===== config.mk =====
export PLATFORM = sky130hd
export DESIGN_NAME = alu_pipe
export DESIGN_NICKNAME = d
export VERILOG_FILES = /design/src/rtl/alu_pkg.sv /design/src/rtl/alu_core.sv /design/src/rtl/alu_pipe.sv
export SDC_FILE = /design/constraint.sdc
export NUM_CORES = 1
export LEC_CHECK = 0
export ABC_AREA = 1
export CAP_MARGIN = 10
export CORE_MARGIN = 4
export CORE_UTILIZATION = 25
export DETAILED_ROUTE_END_ITERATION = 10
export GPL_TIMING_DRIVEN = 0
export PLACE_DENSITY = 0.38
export RECOVER_POWER = 100
export SYNTH_ARGS = -nofsm -noshare
export SYNTH_HDL_FRONTEND = slang
export SYNTH_SLANG_ARGS = --single-unit

===== constraint.sdc =====
create_clock -name clk -period 5.8 [get_ports clk]
set_input_delay 1.16 -clock clk [delete_from_list [all_inputs] [get_ports clk]]
set_output_delay 1.16 -clock clk [all_outputs]
set_load 0.02 [all_outputs]

===== src/rtl/alu_pkg.sv =====
// Shared ALU definitions: opcode encoding, op count and the width-independent flag bundle.
// Result structs are built per module as {logic [WIDTH-1:0] result; alu_flags_s flags;}.
package alu_pkg;

    localparam int NUM_OPS = 10;

    typedef enum logic [3:0] {
        OP_ADD = 4'd0,
        OP_SUB = 4'd1,
        OP_AND = 4'd2,
        OP_OR  = 4'd3,
        OP_XOR = 4'd4,
        OP_NOT = 4'd5,
        OP_SHL = 4'd6,
        OP_SHR = 4'd7,
        OP_MUL = 4'd8,
        OP_CMP = 4'd9
    } alu_op_e;

    typedef struct packed {
        logic carry;
        logic zero;
        logic err;
    } alu_flags_s;

endpackage


===== src/rtl/alu_core.sv =====
// Combinational op decode and flag generation for alu_pipe.
// ALU_PIPE_SAT_EN: ADD saturates to all-ones on carry, SUB to zero on borrow.
module alu_core import alu_pkg::*; #(
    parameter int WIDTH   = 8,
    parameter int SEL_W   = 4,
    parameter int NUM_OPS = alu_pkg::NUM_OPS
) (
    input  logic [WIDTH-1:0] a,
    input  logic [WIDTH-1:0] b,
    input  logic [SEL_W-1:0] sel,
    output logic [WIDTH-1:0] result,
    output alu_flags_s       flags
);
    localparam int SH_W = $clog2(WIDTH);

    logic [WIDTH:0]     sum, diff, shl_ext, shr_ext;
    logic [2*WIDTH-1:0] prod;
    logic [SH_W-1:0]    shamt;
    logic [WIDTH-1:0]   r;
    logic               c, e;

    always_comb begin
        shamt = b[SH_W-1:0];
        sum   = {1'b0, a} + {1'b0, b};
        diff  = {1'b0, a} - {1'b0, b};
        // Extra guard bit catches the last bit shifted out; it stays 0 for a zero shift.
        shl_ext = {1'b0, a} << shamt;
        shr_ext = {a, 1'b0} >> shamt;
        prod    = {{WIDTH{1'b0}}, a} * {{WIDTH{1'b0}}, b};
        r = '0;
        c = 1'b0;
        e = 1'b0;
        if (int'(sel) >= NUM_OPS) begin
            e = 1'b1;
        end else begin
            case (sel)
                SEL_W'(OP_ADD): begin
                    c = sum[WIDTH];
`ifdef ALU_PIPE_SAT_EN
                    r = sum[WIDTH] ? '1 : sum[WIDTH-1:0];
`else
                    r = sum[WIDTH-1:0];
`endif
                end
                SEL_W'(OP_SUB): begin
                    c = diff[WIDTH];
`ifdef ALU_PIPE_SAT_EN
                    r = diff[WIDTH] ? '0 : diff[WIDTH-1:0];
`else
                    r = diff[WIDTH-1:0];
`endif
                end
                SEL_W'(OP_AND): r = a & b;
                SEL_W'(OP_OR):  r = a | b;
                SEL_W'(OP_XOR): r = a ^ b;
                SEL_W'(OP_NOT): r = ~a;
                SEL_W'(OP_SHL): begin
                    r = shl_ext[WIDTH-1:0];
                    c = shl_ext[WIDTH];
                end
                SEL_W'(OP_SHR): begin
                    r = shr_ext[WIDTH:1];
                    c = shr_ext[0];
                end
                SEL_W'(OP_MUL): begin
                    r = prod[WIDTH-1:0];
                    c = |prod[2*WIDTH-1:WIDTH];
                end
                SEL_W'(OP_CMP): begin
                    r = {{(WIDTH-1){1'b0}}, (a < b)};
                    c = (a == b);
                end
                default: ;
            endcase
        end
        result      = r;
        flags.carry = c;
        flags.zero  = (r == '0);
        flags.err   = e;
    end

endmodule


===== src/rtl/alu_pipe.sv =====
// Two-stage valid/ready ALU pipeline: stage 1 holds operands, stage 2 holds result and flags.
// Optional saturation for ADD/SUB is enabled with ALU_PIPE_SAT_EN (see alu_core).
module alu_pipe import alu_pkg::*; #(
    parameter int WIDTH   = 8,
    parameter int SEL_W   = 4,
    parameter int NUM_OPS = alu_pkg::NUM_OPS
) (
    input  logic             clk,
    input  logic             rst,
    input  logic             in_valid,
    output logic             in_ready,
    input  logic [WIDTH-1:0] a,
    input  logic [WIDTH-1:0] b,
    input  logic [SEL_W-1:0] sel,
    output logic             out_valid,
    input  logic             out_ready,
    output logic [WIDTH-1:0] result,
    output logic             carry,
    output logic             zero,
    output logic             err
);
    typedef struct packed {
        logic [WIDTH-1:0] result;
        alu_flags_s       flags;
    } alu_res_s;

    logic             s1_valid_q, s1_valid_d, s2_valid_q, s2_valid_d;
    logic [WIDTH-1:0] a_q, a_d, b_q, b_d;
    logic [SEL_W-1:0] sel_q, sel_d;
    alu_res_s         res_q, res_d;
    logic [WIDTH-1:0] core_result;
    alu_flags_s       core_flags;
    logic             adv1, adv2;

    alu_core #(
        .WIDTH   (WIDTH),
        .SEL_W   (SEL_W),
        .NUM_OPS (NUM_OPS)
    ) u_core (
        .a      (a_q),
        .b      (b_q),
        .sel    (sel_q),
        .result (core_result),
        .flags  (core_flags)
    );

    always_comb begin
        // A stage may advance whenever its downstream slot is empty or draining this cycle.
        adv2       = !s2_valid_q || out_ready;
        adv1       = !s1_valid_q || adv2;
        in_ready   = adv1 && !rst;
        s1_valid_d = s1_valid_q;
        a_d        = a_q;
        b_d        = b_q;
        sel_d      = sel_q;
        s2_valid_d = s2_valid_q;
        res_d      = res_q;
        if (adv1) begin
            s1_valid_d = in_valid;
            if (in_valid) begin
                a_d   = a;
                b_d   = b;
                sel_d = sel;
            end
        end
        if (adv2) begin
            s2_valid_d = s1_valid_q;
            if (s1_valid_q) begin
                res_d.result = core_result;
                res_d.flags  = core_flags;
            end
        end
    end

    always_ff @(posedge clk) begin
        if (rst) begin
            s1_valid_q <= 1'b0;
            s2_valid_q <= 1'b0;
            a_q        <= '0;
            b_q        <= '0;
            sel_q      <= '0;
            res_q      <= '0;
        end else begin
            s1_valid_q <= s1_valid_d;
            s2_valid_q <= s2_valid_d;
            a_q        <= a_d;
            b_q        <= b_d;
            sel_q      <= sel_d;
            res_q      <= res_d;
        end
    end

    assign out_valid = s2_valid_q;
    assign result    = res_q.result;
    assign carry     = res_q.flags.carry;
    assign zero      = res_q.flags.zero;
    assign err       = res_q.flags.err;

endmodule


Word-level counts from Yosys, hierarchy flattened
Cells that the tools add are included.

Register bits after elaboration: 33.

Add/subtract/negate cells: 2. Multipliers: 1. $lt $le $gt $ge: 2. Equal/unequal tests: 10. Shift operators: 2. Multiplexer cells: 5. Bitwise operators: 4. Reduce and logical (&&, ||, !) cells: 11.

Operators by type and width (count): 8-bit case mux with 10 select lines (1); 4-bit by 3-bit == test with 1-bit output (second input constant) (4); 8-bit by 8-bit multiplier with 16-bit output (1); 8-bit by 8-bit adder with 9-bit output (1); 8-bit by 3-bit << shifter with 9-bit output (1); 9-bit by 3-bit right shift with 9-bit output (1); 8-bit by 8-bit subtractor with 9-bit output (1); 8-bit AND (1); 4-bit by 2-bit == test with 1-bit output (second input constant) (2); 4-bit == test (second input constant) (2); 8-bit == test (1); 8-bit zero test (1); 8-bit < comparator (1); 8-bit 2-to-1 mux (1); 8-bit NOT (1); 8-bit OR (1); 8-bit OR reduction (1); 8-bit bitwise XOR (1); 1-bit case mux with 6 select lines (1); 4-bit by 1-bit == test with 1-bit output (second input constant) (1); 4-bit >= comparator (second input constant) (1); 4-bit zero test (1); 2-bit AND reduction (2); 1-bit zero test (3); other kinds (3) (5).

Depth between registers and ports, before layout
Gate-level depths: netlist of the first run.

Depth after elaboration: 4. Depth in mapped cells: 24. Depth with buffers taken out: 24.

Hierarchy
From an unflattened synthesis of the first run, not the netlist that was laid out.

Cell total of the unflattened synthesis: 959. Area total of the unflattened synthesis: 5738.0 sq um.

By module, submodules not included: alu_core (instances 1, cells an instance 756, area each 4316.6 sq um, seq. area each 0.0 sq um); alu_pipe (instances 1, cells an instance 203, area each 1421.4 sq um, seq. area each 660.6 sq um).

Worst setup path before layout of the first run
Ideal clock, no wire load.

Path type: reg-to-reg. Start: register a_q[1]. End: register res_q (netlist bit carry). Library setup time: 0.116 ns. Data arrival time: 3.937 ns. Slack: 1.747 ns. Stages on the path, launching flop included: 21. Path buffers: 1. Clock period less this slack: 4.053 ns. Cells stage by stage: dfxtp_1 > buf_2 > nand2_1 > fa_1 > fa_1 > fa_1 > fa_1 > inv_1 > ha_1 > nand2_1 > inv_1 > a21oi_1 > nand3b_1 > nand2_1 > nand2_1 > nor2_1 > nand3_1 > nand2_1 > nand2_1 > nand2_1 > a21oi_1.

Word-level cells in the longest chain between the ends: 4. Elaborated cells between the ends (all ways): 9. Classes of those cells: 2 x add/sub; 1 x mul; 1 x eq/ne; 2 x shift; 2 x mux; 1 x reduce/logical.

RTL lines: start, declared (line alu_pipe.sv:28) `logic [WIDTH-1:0] a_q, a_d, b_q, b_d;`; start signal, assigned (line alu_pipe.sv:79) `a_q <= '0;`; start signal, assigned (line alu_pipe.sv:86) `a_q <= a_d;`; 8-bit by 8-bit multiplier with 16-bit output (line alu_core.sv:29) `prod = {{WIDTH{1'b0}}, a} * {{WIDTH{1'b0}}, b};`; 8-bit OR reduction (line alu_core.sv:67) `c = |prod[2*WIDTH-1:WIDTH];`; 1-bit case mux with 6 select lines (*) (line alu_core.sv:36) `case (sel)`; 1-bit 2-to-1 mux (*) (line alu_core.sv:33) `if (int'(sel) >= NUM_OPS) begin`; end signal, assigned (line alu_pipe.sv:89) `res_q <= res_d;`; end, declared (line alu_pipe.sv:30) `alu_res_s res_q, res_d;`.

Every way passes the cells marked *; elsewhere a longest branch is shown, timed or not. A chain may end at the register's enable or synchronous reset.

Final worst setup path of the first run
Start: register b_q[2]. End: register res_q (netlist bit carry).

Word-level cells in the longest chain between the ends: 4. Elaborated cells between the ends (all ways): 9. Classes of those cells: 2 x add/sub; 1 x mul; 1 x eq/ne; 2 x shift; 2 x mux; 1 x reduce/logical.

RTL lines: start, declared (line alu_pipe.sv:28); start signal, assigned (line alu_pipe.sv:80) `b_q <= '0;`; start signal, assigned (line alu_pipe.sv:87) `b_q <= b_d;`; 8-bit by 8-bit multiplier with 16-bit output (line alu_core.sv:29); 8-bit OR reduction (line alu_core.sv:67); 1-bit case mux with 6 select lines (*) (line alu_core.sv:36); 1-bit 2-to-1 mux (*) (line alu_core.sv:33).

Marks and branches as above.

==> results.py, run 1 <==
metrics = {
    "status": {
        "outcome": "finished clean",
    },
    "logic_synthesis": {
        "synth-edff-count": 0,
        "syn_nets": 1018,
        "synth_flop_cell": "dfxtp_1",
        "synth_top_area_share_pct": 17.9,
        "synth_most_common_cell": "nand2_1",
        "synthTopCellsByCount": "264 x nand2_1, 172 x inv_1, 71 x nand3_1",
        "synth_area_per_cell_um2": 6.17,
        "synth_cell_types": 38,
        "syn_inst": 895,
        "synth_largest_area_cell": "nand2_1",
        "ys_ff_latch": 33,
        "async_reset_ff_share_pct": 0,
        "synth.area.top_cells": "nand2_1 18%, ha_1 14%, fa_1 14%",
        "ys_seq_area_share_pct": 12.0,
        "synth_area_mm2": 0.00552,
        "yosys_warnings": 0,
    },
    "cts": {
        "ctsResizeCount": 0,
        "cts_root_buf": "clkbuf_16",
        "cts_hold_buf": 0,
        "cts_buffers": 5,
        "cts_post_setup_buffers_inserted": 0,
        "cts.path.max_buffers": 2,
        "cts.sinks": 33,
        "clk_pin_slew_worst_paths_ps": 60,
        "htree_num_levels": 2,
        "cts_tree": "built",
        "clk_latency_ps": 280,
    },
    "grt": {
        "grt_pass1_vias": 5464,
        "grt_start_max_net_pins": 12,
        "grt_use_total_pct": 16.3,
        "grt_pass1_wl_um": 30600,
        "antenna_found_initial": 0,
        "gr-total-overflow": 0,
    },
    "critical_path": {
        "crit_path_top_delay_cell": "fa_1",
        "worstPathArrival_ps": 5050,
        "crit_type": "flop to flop",
        "max_stage_delay_ps": 540,
        "start_kind": "flop",
        "critPathTopFamily": "adder cells",
        "end_kind": "flop",
        "crit_chain": "clkbuf_1, nand2_1, inv_1, fa_1, inv_1, fa_1, fa_1, fa_1, inv_1, ha_1, nand2_1, nor2_1, nand3_1, nand3_1, nand2_1, inv_1, nand2_1, nor2_1, nand3_1, nand2_1, nand2_1, nand2_1, a21oi_1",
        "path_max_fanout": 10,
        "path_common_cell": "nand2_1",
        "critPathRequiredTime_ps": 5970,
        "cp_num_buf_inv": 5,
    },
    "timing": {
        "fin_ws_ps": 917,
        "worst_slew_pin_slew_ps": 656,
        "maxSlewViolCount": 0,
        "hold_slack_ps": 476,
        "period_needed_ps": 4880,
        "rsz0062_at_grt": "no",
        "finClkSkew_ps": 3.01,
        "finalSetupTns_ps": 0,
        "hold_violations": 0,
        "finalSetupViolCount": 0,
        "period_share_pct": 84.2,
        "slew_headroom_pct": 56.3,
        "fmax_mhz": 205,
    },
    "final_layout": {
        "multi_input_area_mm2": 0.00401,
        "nets": 1061,
        "diodes": 0,
        "seqCellArea_um2": 661,
        "fillers": 2524,
        "area_delta_synth_final_pct": 15.2,
        "final_core_util_pct": 29.3,
        "drive_gt1_share_pct": 6.50,
    },
    "floorplanning": {
        "design.core.area_mm2": 0.0218,
        "die_y_um": 157,
        "boundaryPins": 37,
        "die_x_um": 157,
        "rows": 54,
        "dieArea_mm2": 0.0245,
        "start_util_pct": 25.4,
    },
    "power": {
        "p_leak_uw": 0.00353,
        "clkPwrFrac_pct": 27.4,
        "powerDensity_mw_per_mm2": 159,
        "p_seq_share_pct": 25.5,
        "pwr-share-comb_pct": 47.1,
        "p_sw_uw": 438,
        "ir_drop_mv": 0.0956,
        "swShare_pct": 43.3,
        "p_int_uw": 574,
    },
    "routing": {
        "via_per_inst": 4.48,
        "drtAntennaViolNets": 0,
        "vias": 5461,
        "dr.pass1.iters": 5,
        "drc": 0,
        "first_iter_violations": 356,
        "wl_per_cell_um": 16.0,
        "totalWireLength_um": 19500,
    },
    "placed_design": {
        "pre_cts_ws_ps": 811,
        "gp_congestion": 0.903,
        "dpl.hpwl_um": 16500,
        "io_buffers": 36,
    },
    "run": {
        "maxCapViolations": 0,
    },
    "min_path": {
        "hold_path.class": "flop to flop",
    },
}
## final cells by class
| class | count | area share [%] |
|---|---|---|
| buffer | 33 | 2.67 |
| clock buffer | 6 | 2.18 |
| clock inverter | 1 | 0.118 |
| inverter | 177 | 10.4 |
| multi-input combinational | 652 | 63.0 |
| sequential | 33 | 10.4 |
| tap | 280 | 5.51 |
| timing repair buffer | 36 | 5.66 |
## sequential cells by signal, indices dropped and copies added (netlist names)
| name | flops |
|---|---|
| b_q | 8 |
| zero | 1 |
| result | 8 |
| a_q | 8 |
| carry | 1 |
| sel_q | 4 |
| out_valid | 1 |
| s1_valid_q | 1 |
| err | 1 |
## layout by cell type (no fill, tap or decap), types with 2 or more instances in the layout
master / n
nand2_1: 264
nand2_2: 11
dlygate4sd3_1: 15
xor2_1: 2
clkbuf_8: 2
nand2_4: 3
buf_4: 3
clkbuf_16: 5
ha_1: 61
dfxtp_1: 33
a21oi_2: 3
nand3_2: 3
nand4_1: 11
o21ai_0: 28
clkdlybuf4s50_1: 21
clkbuf_1: 14
nor2_2: 8
inv_1: 172
o211ai_1: 9
a21oi_1: 45
o22ai_1: 4
nand3_1: 71
nor2_1: 73
inv_2: 5
o21ai_1: 6
nand3b_1: 2
fa_1: 38
buf_2: 13
## worst min-delay path, delay by kind of cell (launching register included)
family	cells	cell delay, ps
AND/OR/NAND/NOR	1	60
AO/OA/AOI/OAI	1	60
flip-flops	1	310
## final timing paths
path	start	to	slack, ps	cells after the start
worst min-delay path	carry$_SDFFE_PP0P_	carry$_SDFFE_PP0P_	480	2
worst min register to register	carry$_SDFFE_PP0P_	carry$_SDFFE_PP0P_	480	2
worst max-delay path	b_q[2]$_SDFFE_PP0P_	carry$_SDFFE_PP0P_	920	23
worst max register to register	b_q[2]$_SDFFE_PP0P_	carry$_SDFFE_PP0P_	920	23
## power groups by stage
stage	Clock [uW]	Sequential, uW	Combinational [uW]
global route	294	261	545
detailed placement	0	263	484
CTS	286	258	489
global placement	0	263	489
finish	277	258	477
floorplan	0	267	324
## through the flow
stage / instance area, um2 / total power (uW) / std cells
global placement: 6230 / 753 / 1211
global route: 6360 / 1100 / 1218
detailed placement: 6230 / 747 / 1211
finish: 6360 / 1010 / 1218
CTS: 6380 / 1030 / 1218
floorplan: 5520 / 591 / 895
## layer usage
metal	track usage, %	routed length (um)	vias up
met4	3.10	240	0
met5	0	0	-
met1	23.5	9740	2509
met3	1.66	680	14
met2	26.5	8870	106
li1	-	-	2832
## kinds of logic after synthesis
family          Yosys count  synth area share (%)
compound gates          100                  9.99
xor+xnor                  2                 0.317
fa+ha+maj                99                  27.6
buf+inv                 210                  15.1
flops                    33                  12.0
simple gates            451                  35.0
Power figures use the tool's default switching activity.
==> run 2, diff against run 1 <==
- clock period: 5.8 -> 5.1 ns (I/O delays scaled with it)
==> run 2 against run 1 <==
Net effect:
- clock power rose by 13%
- wire length about the same
- critical path type unchanged
- global-route usage unchanged
- largest cell class unchanged
- first-iteration DRC count is 1.1% lower
- highest routed layer unchanged
- sequential share of layout area about the same
==> results.py, run 2 (synthesized netlist as in run 1, its figures left out) <==
metrics = {
    "final_layout": {
        "area_delta_synth_final_pct": 15.3,
        "nets": 1061,
        "drive_gt1_share_pct": 6.82,
        "layout_commonest_cell": "nand2_1",
        "final_cell_mix": "264 x nand2_1, 172 x inv_1, 71 x nand3_1, 71 x nor2_1, 61 x ha_1",
        "final_core_util_pct": 29.3,
        "diodes": 0,
    },
    "power": {
        "powerDensity_mw_per_mm2": 181,
        "total_power_uw": 1150,
        "ir_drop_mv": 0.109,
        "p_leak_uw": 0.00354,
    },
    "timing": {
        "finalSetupViolCount": 0,
        "finClkSkew_ps": 3.48,
        "period_share_pct": 92.6,
        "rsz0062_at_grt": "no",
        "hold_slack_ps": 476,
        "maxSlewViolCount": 0,
        "slew_headroom_pct": 56.3,
        "fmax_mhz": 212,
        "period_needed_ps": 4720,
        "hold_violations": 0,
        "finalSetupTns_ps": 0,
        "worst_slew_pin_slew_ps": 655,
    },
    "critical_path": {
        "max_stage_delay_ps": 580,
        "path_max_fanout": 8,
        "end_kind": "flop",
        "cp_num_buf_inv": 3,
        "crit_chain": "clkbuf_1, nand2_1, fa_1, fa_1, fa_1, fa_1, inv_1, ha_1, nand2_1, nor2_1, nand3_1, nand3_1, nand2_1, inv_1, nand2_1, nor2_1, nand3_1, nand2_1, nand2_1, nand2_1, a21oi_1",
        "start_kind": "flop",
        "path_common_cell": "nand2_1",
        "r2r_start": "b_q[4]$_SDFFE_PP0P_",
        "crit_type": "flop to flop",
        "crit_path_top_delay_cell": "fa_1",
        "critPathLaunch": "b_q[4]$_SDFFE_PP0P_",
        "critPathTopFamily": "adder cells",
        "worstPathArrival_ps": 4890,
        "critPathRequiredTime_ps": 5270,
    },
    "cts": {
        "cts_root_buf": "clkbuf_16",
        "cts_hold_buf": 0,
        "cts_tree": "built",
        "htree_num_levels": 2,
        "cts.sinks": 33,
        "cts_buffers": 5,
        "clk_latency_ps": 280,
        "clk_pin_slew_worst_paths_ps": 60,
        "cts.path.max_buffers": 2,
    },
    "min_path": {
        "hold_path.class": "flop to flop",
        "hold_start": "carry$_SDFFE_PP0P_",
    },
    "grt": {
        "grt_use_total_pct": 16.3,
        "grt_pass1_vias": 5464,
        "grt_start_max_net_pins": 12,
        "gr-total-overflow": 0,
        "grt_pass1_wl_um": 30600,
        "antenna_found_initial": 0,
    },
    "routing": {
        "vias": 5449,
        "dr.pass1.iters": 5,
        "drtAntennaViolNets": 0,
        "first_iter_violations": 352,
        "via_per_inst": 4.47,
        "drc": 0,
        "totalWireLength_um": 19500,
        "wl_per_cell_um": 16.0,
    },
    "floorplanning": {
        "boundaryPins": 37,
        "design.core.area_mm2": 0.0218,
        "rows": 54,
        "die_x_um": 157,
        "die_y_um": 157,
        "start_util_pct": 25.4,
        "dieArea_mm2": 0.0245,
    },
    "run": {
        "maxCapViolations": 0,
    },
    "status": {
        "outcome": "finished clean",
    },
    "placed_design": {
        "dpl.hpwl_um": 16500,
        "io_buffers": 36,
        "gp_congestion": 0.903,
    },
}
==> run 2: cell count changes in the layout (fill, tap and decap cells not counted) <==
| cell | delta |
|---|---|
| a21oi_1 | +1 |
| a21oi_2 | -1 |
| buf_2 | +1 |
| clkbuf_1 | -2 |
| clkbuf_2 | +1 |
| nor2_1 | -2 |
| nor2_2 | +2 |
==> run 2: final cells by class <==
class	count	area, um2
Tap cell	280	350
Clock buffer	6	139
Buffer	33	173
Sequential cell	33	661
Multi-Input combinational cell	652	4010
Timing Repair Buffer	36	360
Clock inverter	1	7.51
Inverter	177	664
Fill cell	2521	15400
==> run 2: path summary, 6_finish.rpt <==
kind | depth (start not counted) | to | slack, ps
setup / recovery | 21 | carry$_SDFFE_PP0P_ | 380
hold / removal | 2 | carry$_SDFFE_PP0P_ | 480
setup reg to reg | 21 | carry$_SDFFE_PP0P_ | 380
hold reg to reg | 2 | carry$_SDFFE_PP0P_ | 480
==> run 2: worst register-to-register path, stage by stage (launching register included) <==
cell	delay [ps]
dfxtp_1	330
clkbuf_1	420
nand2_1	150
fa_1	580
fa_1	440
fa_1	520
fa_1	540
inv_1	40
ha_1	350
nand2_1	120
nor2_1	180
nand3_1	120
nand3_1	100
nand2_1	60
inv_1	40
nand2_1	40
nor2_1	90
nand3_1	140
nand2_1	130
nand2_1	110
nand2_1	80
a21oi_1	50
==> run 2: what timing repair did <==
| item | CTS | global route |
|---|---|---|
| setup endpoints to repair | 0 | 1 |
| gates resized for setup | 0 | 2 |
| buffers inserted | 0 | 0 |
==> run 2: per-layer routing <==
layer  global-route usage (%)  share of wire, %  routed length [um]  vias to the layer above
met5                        0                 0                   0                        -
met1                     23.5                49                9630                     2491
met2                     26.5                45                8840                      108
met3                     1.66               4.0                 779                       17
li1                         -                 -                   -                     2833
met4                     3.10               1.3                 261                        0
==> run 2: power breakdown <==
part / switching [uW] / internal (uW) / total (uW)
Clock: 122 / 192 / 314
Sequential: 16.7 / 277 / 294
Combinational: 358 / 185 / 543
Total: 497 / 654 / 1150
==> run 2: metrics by stage <==
stage / std cells / worst slack, ps / cell area [um2]
6_report: 1218 / 375 / 6370
5_1_grt: 1218 / 3.40 / 6370
4_1_cts: 1218 / 76.8 / 6380
3_5_place_dp: 1211 / 111 / 6230
3_3_place_gp: 1211 / 131 / 6230
2_1_floorplan: 895 / 1050 / 5520
